===== config.mk =====
export PLATFORM = sky130hd
export DESIGN_NAME = spi_master_arb
export DESIGN_NICKNAME = d
export VERILOG_FILES = /design/src/rtl/spi_master_arb.sv
export SDC_FILE = /design/constraint.sdc
export NUM_CORES = 1
export LEC_CHECK = 0
export ABC_AREA = 0
export CORE_MARGIN = 3
export CORE_UTILIZATION = 39
export DETAILED_ROUTE_END_ITERATION = 6
export PLACE_DENSITY_LB_ADDON = 0.08
export SYNTH_ARGS = -nofsm -noshare
export SYNTH_HDL_FRONTEND = slang
export SYNTH_SLANG_ARGS = --single-unit
export TNS_END_PERCENT = 100

===== constraint.sdc =====
create_clock -name sclk -period 1.6 [get_ports sclk]
set_input_delay 0.24 -clock sclk [delete_from_list [all_inputs] [get_ports sclk]]
set_output_delay 0.24 -clock sclk [all_outputs]
set_load 0.1 [all_outputs]

===== src/rtl/spi_master_arb.sv =====
// -----------------------------------------------------------------------------
// spi_master_arb
//
// Round-robin arbiter/sequencer sharing one SPI master core among N_REQ
// single-byte requesters. A requester is granted in IDLE, its command is
// latched, a one-cycle wr_en/rd_en start pulse is issued, and the block waits
// for the matching finish before returning a one-cycle completion pulse.
//
// Build option:
//   SPI_ARB_TIMEOUT_EN - when defined, a 16-bit watchdog limits the time
//                        spent in WAIT to TIMEOUT_CYC cycles and reports
//                        expiry through rsp_err. When undefined, WAIT has no
//                        time limit and rsp_err is always 0.
//
// Ports:
//   sclk          system clock, rising edge
//   rst           asynchronous active-high reset
//   req_valid     per-requester command pending (held until req_ready)
//   req_rw        per-requester op: 1 = read, 0 = write
//   req_wdata     per-requester write byte, slice i = [8i+7:8i]
//   req_div       per-requester SPI divider (0 replaced by DIV_MIN)
//   req_ready     one-hot accept pulse
//   rsp_valid     one-hot completion pulse
//   rsp_rdata     read byte with rsp_valid (0 for writes / timeouts)
//   rsp_err       timeout flag with rsp_valid
//   busy          high whenever the FSM is not in IDLE
//   wr_en, rd_en  start pulses to the SPI master
//   tx_wr_data    write byte to the SPI master (0 for reads)
//   sclk_divider  divider to the SPI master
//   wr_finish     write-done pulse from the SPI master
//   rd_finish     read-done pulse from the SPI master
//   rx_rd_data    read byte from the SPI master, valid with rd_finish
// -----------------------------------------------------------------------------
module spi_master_arb #(
    parameter int unsigned N_REQ       = 2,
    parameter logic [7:0]  DIV_MIN     = 8'h01,
    parameter int unsigned TIMEOUT_CYC = 1024
) (
    input  logic                 sclk,
    input  logic                 rst,
    input  logic [N_REQ-1:0]     req_valid,
    input  logic [N_REQ-1:0]     req_rw,
    input  logic [8*N_REQ-1:0]   req_wdata,
    input  logic [8*N_REQ-1:0]   req_div,
    output logic [N_REQ-1:0]     req_ready,
    output logic [N_REQ-1:0]     rsp_valid,
    output logic [7:0]           rsp_rdata,
    output logic                 rsp_err,
    output logic                 busy,
    output logic                 wr_en,
    output logic                 rd_en,
    output logic [7:0]           tx_wr_data,
    output logic [7:0]           sclk_divider,
    input  logic                 wr_finish,
    input  logic                 rd_finish,
    input  logic [7:0]           rx_rd_data
);

    localparam int IDX_W = (N_REQ > 1) ? $clog2(N_REQ) : 1;
    localparam int CW    = IDX_W + 1;

    typedef enum logic [1:0] {
        ST_IDLE  = 2'd0,
        ST_ISSUE = 2'd1,
        ST_WAIT  = 2'd2,
        ST_DONE  = 2'd3
    } state_t;

    state_t             r_state;
    state_t             w_state_nxt;

    logic [IDX_W-1:0]   r_ptr;
    logic [IDX_W-1:0]   r_gnt;
    logic               r_rw;
    logic [7:0]         r_tx;
    logic [7:0]         r_div;
    logic [7:0]         r_rdata;

    logic               w_found;
    logic [IDX_W-1:0]   w_gnt_idx;
    logic [CW-1:0]      w_cand;
    logic [N_REQ-1:0]   w_gnt_oh;
    logic [N_REQ-1:0]   w_rsp_oh;
    logic [7:0]         w_sel_wdata;
    logic [7:0]         w_sel_div;
    logic               w_sel_rw;
    logic               w_match;
    logic               w_timeout;

    // Search upward from the round-robin pointer with wrap; the first
    // requesting index wins. w_cand never exceeds 2*N_REQ-2, so one
    // conditional subtraction is enough to wrap it.
    always_comb begin
        w_found   = 1'b0;
        w_gnt_idx = '0;
        w_cand    = '0;
        for (int k = 0; k < N_REQ; k++) begin
            w_cand = {1'b0, r_ptr} + CW'(k);
            if (w_cand >= CW'(N_REQ)) begin
                w_cand = w_cand - CW'(N_REQ);
            end
            if (!w_found && req_valid[w_cand[IDX_W-1:0]]) begin
                w_found   = 1'b1;
                w_gnt_idx = w_cand[IDX_W-1:0];
            end
        end
    end

    assign w_gnt_oh    = N_REQ'(1) << w_gnt_idx;
    assign w_rsp_oh    = N_REQ'(1) << r_gnt;
    assign w_sel_wdata = req_wdata[{w_gnt_idx, 3'b000} +: 8];
    assign w_sel_div   = req_div[{w_gnt_idx, 3'b000} +: 8];
    assign w_sel_rw    = req_rw[w_gnt_idx];

    // Only the finish that matches the latched direction counts.
    assign w_match = r_rw ? rd_finish : wr_finish;

`ifdef SPI_ARB_TIMEOUT_EN
    localparam logic [15:0] TO_LAST = 16'(TIMEOUT_CYC - 1);

    logic [15:0] r_wait_cnt;
    logic        r_err;

    // Cleared while in ISSUE so it reads 0 in the first WAIT cycle.
    always_ff @(posedge sclk or posedge rst) begin
        if (rst) begin
            r_wait_cnt <= '0;
        end else if (r_state == ST_ISSUE) begin
            r_wait_cnt <= '0;
        end else if (r_state == ST_WAIT) begin
            r_wait_cnt <= r_wait_cnt + 16'd1;
        end
    end

    assign w_timeout = (r_state == ST_WAIT) && (r_wait_cnt == TO_LAST);
`else
    assign w_timeout = 1'b0;
`endif

    // -------------------------------------------------------------------------
    // FSM state register
    // -------------------------------------------------------------------------
    always_ff @(posedge sclk or posedge rst) begin
        if (rst) begin
            r_state <= ST_IDLE;
        end else begin
            r_state <= w_state_nxt;
        end
    end

    // -------------------------------------------------------------------------
    // FSM next-state logic
    // -------------------------------------------------------------------------
    always_comb begin
        w_state_nxt = r_state;
        case (r_state)
            ST_IDLE: begin
                if (w_found) begin
                    w_state_nxt = ST_ISSUE;
                end
            end
            ST_ISSUE: begin
                // Finish inputs are deliberately not looked at here.
                w_state_nxt = ST_WAIT;
            end
            ST_WAIT: begin
                if (w_match || w_timeout) begin
                    w_state_nxt = ST_DONE;
                end
            end
            ST_DONE: begin
                w_state_nxt = ST_IDLE;
            end
            default: begin
                w_state_nxt = ST_IDLE;
            end
        endcase
    end

    // -------------------------------------------------------------------------
    // FSM outputs
    // -------------------------------------------------------------------------
    always_comb begin
        req_ready    = '0;
        rsp_valid    = '0;
        rsp_rdata    = 8'h00;
        rsp_err      = 1'b0;
        wr_en        = 1'b0;
        rd_en        = 1'b0;
        busy         = (r_state != ST_IDLE);
        tx_wr_data   = r_tx;
        sclk_divider = r_div;
        case (r_state)
            ST_IDLE: begin
                // The grant is combinational from req_valid, so it is masked
                // while rst is held to keep every output at 0 in reset.
                if (w_found && !rst) begin
                    req_ready = w_gnt_oh;
                end
            end
            ST_ISSUE: begin
                wr_en = !r_rw;
                rd_en = r_rw;
            end
            ST_DONE: begin
                rsp_valid = w_rsp_oh;
                rsp_rdata = r_rdata;
`ifdef SPI_ARB_TIMEOUT_EN
                rsp_err   = r_err;
`endif
            end
            default: begin
            end
        endcase
    end

    // -------------------------------------------------------------------------
    // Latched command, response data and round-robin pointer
    // -------------------------------------------------------------------------
    always_ff @(posedge sclk or posedge rst) begin
        if (rst) begin
            r_ptr   <= '0;
            r_gnt   <= '0;
            r_rw    <= 1'b0;
            r_tx    <= 8'h00;
            r_div   <= 8'h00;
            r_rdata <= 8'h00;
`ifdef SPI_ARB_TIMEOUT_EN
            r_err   <= 1'b0;
`endif
        end else begin
            case (r_state)
                ST_IDLE: begin
                    if (w_found) begin
                        r_gnt   <= w_gnt_idx;
                        r_rw    <= w_sel_rw;
                        r_tx    <= w_sel_rw ? 8'h00 : w_sel_wdata;
                        r_div   <= (w_sel_div == 8'h00) ? DIV_MIN : w_sel_div;
                        r_rdata <= 8'h00;
`ifdef SPI_ARB_TIMEOUT_EN
                        r_err   <= 1'b0;
`endif
                    end
                end
                ST_WAIT: begin
                    if (w_match) begin
                        if (r_rw) begin
                            r_rdata <= rx_rd_data;
                        end
                    end
`ifdef SPI_ARB_TIMEOUT_EN
                    else if (w_timeout) begin
                        r_err   <= 1'b1;
                        r_rdata <= 8'h00;
                    end
`endif
                end
                ST_DONE: begin
                    if (r_gnt == IDX_W'(N_REQ - 1)) begin
                        r_ptr <= '0;
                    end else begin
                        r_ptr <= r_gnt + IDX_W'(1);
                    end
                end
                default: begin
                end
            endcase
        end
    end

endmodule


==> summary.md, run 1 <==
| Metric | Value |
|---|---|
| Outcome | finished with violations |
| Failing checks | negative setup slack |
| First-pass GRT wire length | 7.37 mm |
| Final core utilization | 0.844 |
| DIE HEIGHT | 68.5 um |
| Synth cell types | 30 |
| Clk slew on worst S/H paths | 0.06 ns |
| Die area | 4690 um2 |
| Total Nets Final | 310 |
| Number of synthesis warnings | 0 |
| GRT overflow | 0 |
| Antenna violations before repair | 0 |
| Setup-failing EPs final | 16 |
| Top-count cell post-synth | nand2_1 |
| Cts hold-fix bufs | 0 |
| All-Layer GR Usage | 0.217 |
| Setup_tns | -1.02 ns |
| Arrival time at the worst endpoint | 1.56 ns |
| Post-synth EDFFs | 0 |
| DR WL/cell | 16.2 um |
| Crit path launch type | flop |
| Syn Nets | 211 |
| WHS | 0.459 ns |
| P per Cell Area | 2180 nW/um2 |
| R2R cell count | 8 |
| Core footprint | 3720 um2 |
| Layout area overhead | 106% |
| Async SR Flop Fraction | 1.00 |
| RR Endpoint | r_rdata[1] |
| Switching pwr | 3.56 mW |
| Cell Int Power | 3.27 mW |
| Met1 usage | 0.241 |
| FF-to-FF Start | r_state[1] |
| Inserted Diodes | 0 |
| Fillers | 183 |
| Gr busiest metal | met2 |
| Detail Route Antenna Nets | 0 |
| Drt drc | 0 |
| Area contributors post-synth | dfrtp_1, mux2i_1, nand2_1, o21ai_0, and2_1 |
| Register-to-Register Setup Slack | -0.02 ns |
| Worst Hold Class | input port to asynchronous set/reset pin |
| Initial Util | 0.410 |
| Commonest cells post-synth | nand2_1, dfrtp_1, o21ai_0 |
| Clock network fraction of total power | 0.085 |
| Post-DP HPWL | 3.49 mm |
| Routability cong. | 0.680 |
| Final hold viol count | 0 |
| Dpl cell area | 2880 um2 |
| Sequential share of the synthesized area | 0.476 |
| Num CTS Buffers | 5 |
| Reg area | 726 um2 |
| Mapped Cells | 158 |
| Die X | 68.5 um |
| I/O pins | 80 |
| CTS tree | yes |
| PortBufs | 78 |
| Synthesized flop and latch total | 29 |
| # clock sinks | 29 |
| H-Tree Depth | 2 |
| DRT Pass-1 Iters | 4 |
| Via Count | 1,537 |
| Site row count | 22 |
| Critical path data required time | 1.36 ns |
| Worst skew pair latency | 0.28 ns |
| Drt total wl | 4.95 mm |
| Period utilization | 1.13 |
| Setup CP Type | flop to output pin |
| Unrepaired setup endpoints after global routing | true |
| Vias in the first global route | 1,595 |
| Max rail drop VDD | 1.52 mV |
| PnR Total Power | 6.84 mW |
| Netlist Area Pre-Place | 1520 um2 |
| Design area | 3140 um2 |
| Top_reg_cell synth | dfrtp_1 |
| Area of the multi-input gates | 945 um2 |
| Share of layout cells above drive strength 1 | 0.395 |
| Post-synth top area share | 0.476 |
| Worst Setup End Kind | output pin |
| Slew Limit Fails | 0 |
| Pin count of the biggest net entering global routing | 20 |
| Tmin final | 1.80 ns |
| CTS root buffer | clkbuf_8 |
| Max Cap Violations | 0 |
| CP max FO | 3 |
| Global routing usage on met3 | 0.0616 |
| Initial drt markers | 69 |
| Final setup margin | -0.202 ns |
| Synth area leader | dfrtp_1 |
| GR Util met2 | 0.375 |
| Logic pwr share | 0.714 |
| Vias/cell | 5.02 |
| P_leak | 1.38 nW |
| Worst-case clock skew | 0.00210 ns |
| CTS max path bufs | 2 |
| Seq pwr share | 0.202 |
| Max frequency | 555 MHz |
| Sw frac | 0.521 |
| Syn_area_per_cell | 9.65 um2 |
-- cell type report --
class,count,share of cell area
Clock inverter,2,0.00319
Tap cell,48,0.0192
Clock buffer,6,0.0231
Multi-Input combinational cell,116,0.301
Inverter,5,0.00718
Sequential cell,29,0.231
Timing Repair Buffer,100,0.415
-- state kept, by name (all words and copies together), names as in the netlist --
name          flops
sclk_divider      8
r_ptr             1
r_state           2
r_rdata           8
r_gnt             1
r_rw              1
tx_wr_data        8
-- stage by stage --
step,setup WS (ns),instances
5_1_grt,-0.252,306
4_1_cts,-0.189,305
6_report,-0.202,306
3_3_place_gp,-0.141,291
3_5_place_dp,-0.179,291
2_1_floorplan,-0.322,158
-- worst max-delay path, cell delays in order, from the launching register on --
cell and delay, ns:
dfrtp_1 0.42, inv_2 0.10, ha_4 0.16, o21ai_4 0.07, buf_12 0.14, a211oi_4 0.19
buf_12 0.21
-- logic make-up after synthesis --
logic type / synth area share
buffers and inverters: 0.0435
adder cells (fa/ha/maj): 0.0411
multiplexers: 0.112
AO/OA/AOI/OAI: 0.124
AND/OR/NAND/NOR: 0.200
other: 0.00246
flip-flops: 0.476
-- timing repair --
action / CTS / global route
gates resized for setup: 6 / 30
pin swaps: 2 / 3
buffers inserted: 6 / 1
cloned: 0 / 1
endpoints found under the setup margin: 13 / 37
-- worst max path at each step --
stage / start / depth (start not counted) / slack, ns / to
after floorplan: r_state[1] / 5 / -0.32 / req_ready[1]
after global placement: req_valid[0] / 6 / -0.14 / r_rw
after detailed placement: req_valid[0] / 6 / -0.18 / tx_wr_data[5]
after CTS: r_state[0] / 6 / -0.19 / req_ready[0]
after global routing: r_state[0] / 6 / -0.25 / req_ready[0]
final: r_state[1] / 6 / -0.20 / req_ready[0]
-- layout by cell type (no fill, tap or decap), drive strengths merged --
| cell | count |
|---|---|
| buf | 53 |
| clkdlybuf4s50 | 46 |
| nand2 | 33 |
| dfrtp | 29 |
| o21ai | 25 |
| mux2i | 16 |
| and2 | 10 |
| clkbuf | 6 |
| ha | 5 |
| inv | 4 |
| nor2b | 4 |
| nor4 | 3 |
| nor3 | 3 |
| a21o | 2 |
| nor2 | 2 |
| clkinv | 2 |
| or4 | 2 |
| clkinvlp | 1 |
| and3 | 1 |
| o32ai | 1 |
| nand2b | 1 |
| nor4b | 1 |
| a31o | 1 |
| a211oi | 1 |
| a21boi | 1 |
| a21oi | 1 |
| mux2 | 1 |
| o32a | 1 |
| conb | 1 |
| dlymetal6s2s | 1 |
-- power by group through the flow --
stage / combinational (mW) / sequential (mW) / clock, mW
after floorplan: 1.66 / 2.47 / 0
after global placement: 4.46 / 1.35 / 0
after detailed placement: 4.54 / 1.38 / 0
after CTS: 4.70 / 1.37 / 0.592
after global routing: 5.10 / 1.41 / 0.620
final: 4.88 / 1.38 / 0.579
-- layer usage --
| metal | vias up | wire, um |
|---|---|---|
| li1 | 732 | - |
| met2 | 48 | 2700 |
| met3 | 7 | 291 |
| met5 | - | 0 |
| met4 | 0 | 98 |
| met1 | 750 | 1860 |
No activity file was read; power rests on OpenSTA's default activity.
==> run 2, diff against run 1 <==
--- a/config.mk
+++ b/config.mk
@@ -9,7 +9,7 @@
 export CORE_MARGIN = 3
 export CORE_UTILIZATION = 39
 export DETAILED_ROUTE_END_ITERATION = 6
-export PLACE_DENSITY_LB_ADDON = 0.08
+export PLACE_DENSITY = 0.86
 export SYNTH_ARGS = -nofsm -noshare
 export SYNTH_HDL_FRONTEND = slang
 export SYNTH_SLANG_ARGS = --single-unit
==> summary.md, run 2 (same netlist as run 1, synthesis figures left out) <==
| Metric | Value |
|---|---|
| Crit path depth | 6 (unchanged) |
| Cell Count, Final, Fillers Out | 304 (was 306) |
| GRT overflow | 0 (unchanged) |
| Worst-case clock skew | 0.00872 ns (was 0.00210 ns) |
| Layout area overhead | 106% (about the same) |
| Total Nets Final | 309 (was 310) |
| WHS | 0.485 ns (was 0.459 ns) |
| Initial drt markers | 155 (was 69) |
| Failing checks | negative setup slack (unchanged) |
| Pin count of the biggest net entering global routing | 22 (was 20) |
| Routability cong. | 0.862 (was 0.680) |
| Detail Route Antenna Nets | 0 (unchanged) |
| Arrival time at the worst endpoint | 1.45 ns (was 1.56 ns) |
| Vias in the first global route | 1,617 (was 1,595) |
| Slew Limit Fails | 0 (unchanged) |
| R2R cell count | 8 (unchanged) |
| Period utilization | 1.06 (was 1.13) |
| Setup CP Type | flop to output pin (unchanged) |
| Crit-path slowest cell | dfrtp_1 (unchanged) |
| Final hold viol count | 0 (unchanged) |
| Tmin final | 1.69 ns (was 1.80 ns) |
| Hold depth | 2 |
| Via Count | 1,573 (was 1,537) |
| Max frequency | 592 MHz (was 555 MHz) |
| DRT Pass-1 Iters | 4 (unchanged) |
| I/O pins | 80 (unchanged) |
| Antenna violations before repair | 0 (unchanged) |
| PnR Total Power | 7.08 mW (was 6.84 mW) |
| Initial Util | 0.410 (unchanged) |
| P_leak | 1.38 nW (about the same) |
| Placed cells | 291 (unchanged) |
| Max Cap Violations | 0 (unchanged) |
| First-pass GRT wire length | 7.56 mm (was 7.37 mm) |
| Drt total wl | 5.37 mm (was 4.95 mm) |
| CP max FO | 3 (unchanged) |
| Inserted Diodes | 0 (unchanged) |
| PortBufs | 78 (unchanged) |
| Worst Path Buf+Inv | 5 (was 3) |
| Critical path data required time | 1.36 ns (about the same) |
| Critical Path, Cell by Cell | inv_2 > ha_4 > buf_6 > clkinvlp_4 > buf_6 > buf_12 (was inv_2 > ha_4 > o21ai_4 > buf_12 > a211oi_4 > buf_12) |
| Register-to-Register Setup Slack | -0.03 ns (was -0.02 ns) |
| FF-to-FF Start | r_state[0] (was r_state[1]) |
| Max rail drop VDD | 1.55 mV (was 1.52 mV) |
| Outcome | finished with violations (unchanged) |
| Fillers | 192 (was 183) |
| Area of the multi-input gates | 952 um2 (was 945 um2) |
| # clock sinks | 29 (unchanged) |
| All-Layer GR Usage | 0.223 (was 0.217) |
| Vias/cell | 5.17 (was 5.02) |
| Share of layout cells above drive strength 1 | 0.414 (was 0.395) |
| CTS tree | yes (unchanged) |
| Num CTS Buffers | 5 (unchanged) |
| Leading cell type in the layout, fill and taps excluded | clkdlybuf4s50_1 (unchanged) |
| Unrepaired setup endpoints after global routing | true (unchanged) |
| H-Tree Depth | 2 (unchanged) |
| Worst path top cell family by delay | buffers and inverters (unchanged) |
| Critical path's most frequent cell | buf_6 (was buf_12) |
| DR WL/cell | 17.7 um (was 16.2 um) |
| P per Cell Area | 2250 nW/um2 (was 2180 nW/um2) |
| RR Endpoint | r_rdata[2] (was r_rdata[1]) |
| Clk slew on worst S/H paths | 0.07 ns (was 0.06 ns) |
| CTS max path bufs | 2 (unchanged) |
| Crit-path max cell delay | 0.40 ns (was 0.42 ns) |
| Site row count | 22 (unchanged) |
| Post-DP HPWL | 3.66 mm (was 3.49 mm) |
| Setup-failing EPs final | 14 (was 16) |
| End point of the critical path | busy (was req_ready[0]) |
| CTS root buffer | clkbuf_8 (unchanged) |
| Most frequent cells in the layout | clkdlybuf4s50_1, buf_12, dfrtp_1 (was clkdlybuf4s50_1, buf_12, nand2_1) |
| Crit path launch type | flop (unchanged) |
| DIE HEIGHT | 68.5 um (unchanged) |
| Worst Setup End Kind | output pin (unchanged) |
| Worst skew pair latency | 0.27 ns (was 0.28 ns) |
| Core footprint | 3720 um2 (unchanged) |
| Worst Hold Class | flop to flop (was input port to asynchronous set/reset pin) |
| Die area | 4690 um2 (unchanged) |
| Reg area | 726 um2 (unchanged) |
| Final setup margin | -0.0904 ns (was -0.202 ns) |
| Drt drc | 0 (unchanged) |
| Crit. Startpoint | r_state[0] (was r_state[1]) |
| Die X | 68.5 um (unchanged) |
==> run 2: final cells by class <==
class	count	area share
multi-input combinational	116	0.303
timing repair buffer	99	0.412
clock buffer	7	0.0275
tap	48	0.0191
sequential	29	0.231
inverter	5	0.00717
==> run 2: what timing repair did <==
item	4_1_cts	5_1_grt
endpoints found under the hold margin	0	0
hold buffers	0	0
setup endpoints to repair	14	35
gates cloned	0	2
resized for setup	17	39
buffers inserted	4	1
pin swaps	4	11
==> run 2: power breakdown <==
| group | leakage, nW | internal, mW | total [mW] | switching [mW] |
|---|---|---|---|---|
| combinational | 0.973 | 2.01 | 5.10 | 3.08 |
| clock | 0.0443 | 0.340 | 0.598 | 0.258 |
| sequential | 0.367 | 1.06 | 1.38 | 0.328 |
==> run 2: metrics by stage <==
step / setup TNS (ns) / setup WS [ns] / utilization / cell area (um2)
4_1_cts: -0.233 / -0.102 / 0.805 / 2990
3_5_place_dp: -2.55 / -0.240 / 0.765 / 2840
3_3_place_gp: -1.13 / -0.135 / 0.765 / 2840
2_1_floorplan: -3.65 / -0.322 / - / 1630
5_1_grt: -1.36 / -0.125 / 0.845 / 3140
6_report: -0.415 / -0.0904 / 0.845 / 3140
==> run 2: tightest hold or removal path: cells and delay by family (launching register included) <==
family / cells / cell delay, ns
compound gates: 1 / 0.05
flops: 1 / 0.34
simple gates: 1 / 0.06
==> run 2: how the worst min path moves through the flow <==
stage,from,endpoint,slack [ns]
3_5_place_dp,r_rdata[5],r_rdata[5],0.47
2_1_floorplan,rst,r_gnt,0.32
3_3_place_gp,r_rdata[3],r_rdata[3],0.45
4_1_cts,rst,sclk_divider[1],0.45
6_report,r_rdata[1],r_rdata[1],0.48
5_1_grt,rst,sclk_divider[5],0.49
==> run 2: per-layer routing <==
metal	up-vias	global-route usage	share of wire	routed length (um)
li1	733	-	-	-
met4	0	0.0993	0.031	164
met3	16	0.0551	0.053	282
met5	-	0	0	0
met2	63	0.397	0.53	2870
met1	761	0.248	0.38	2050
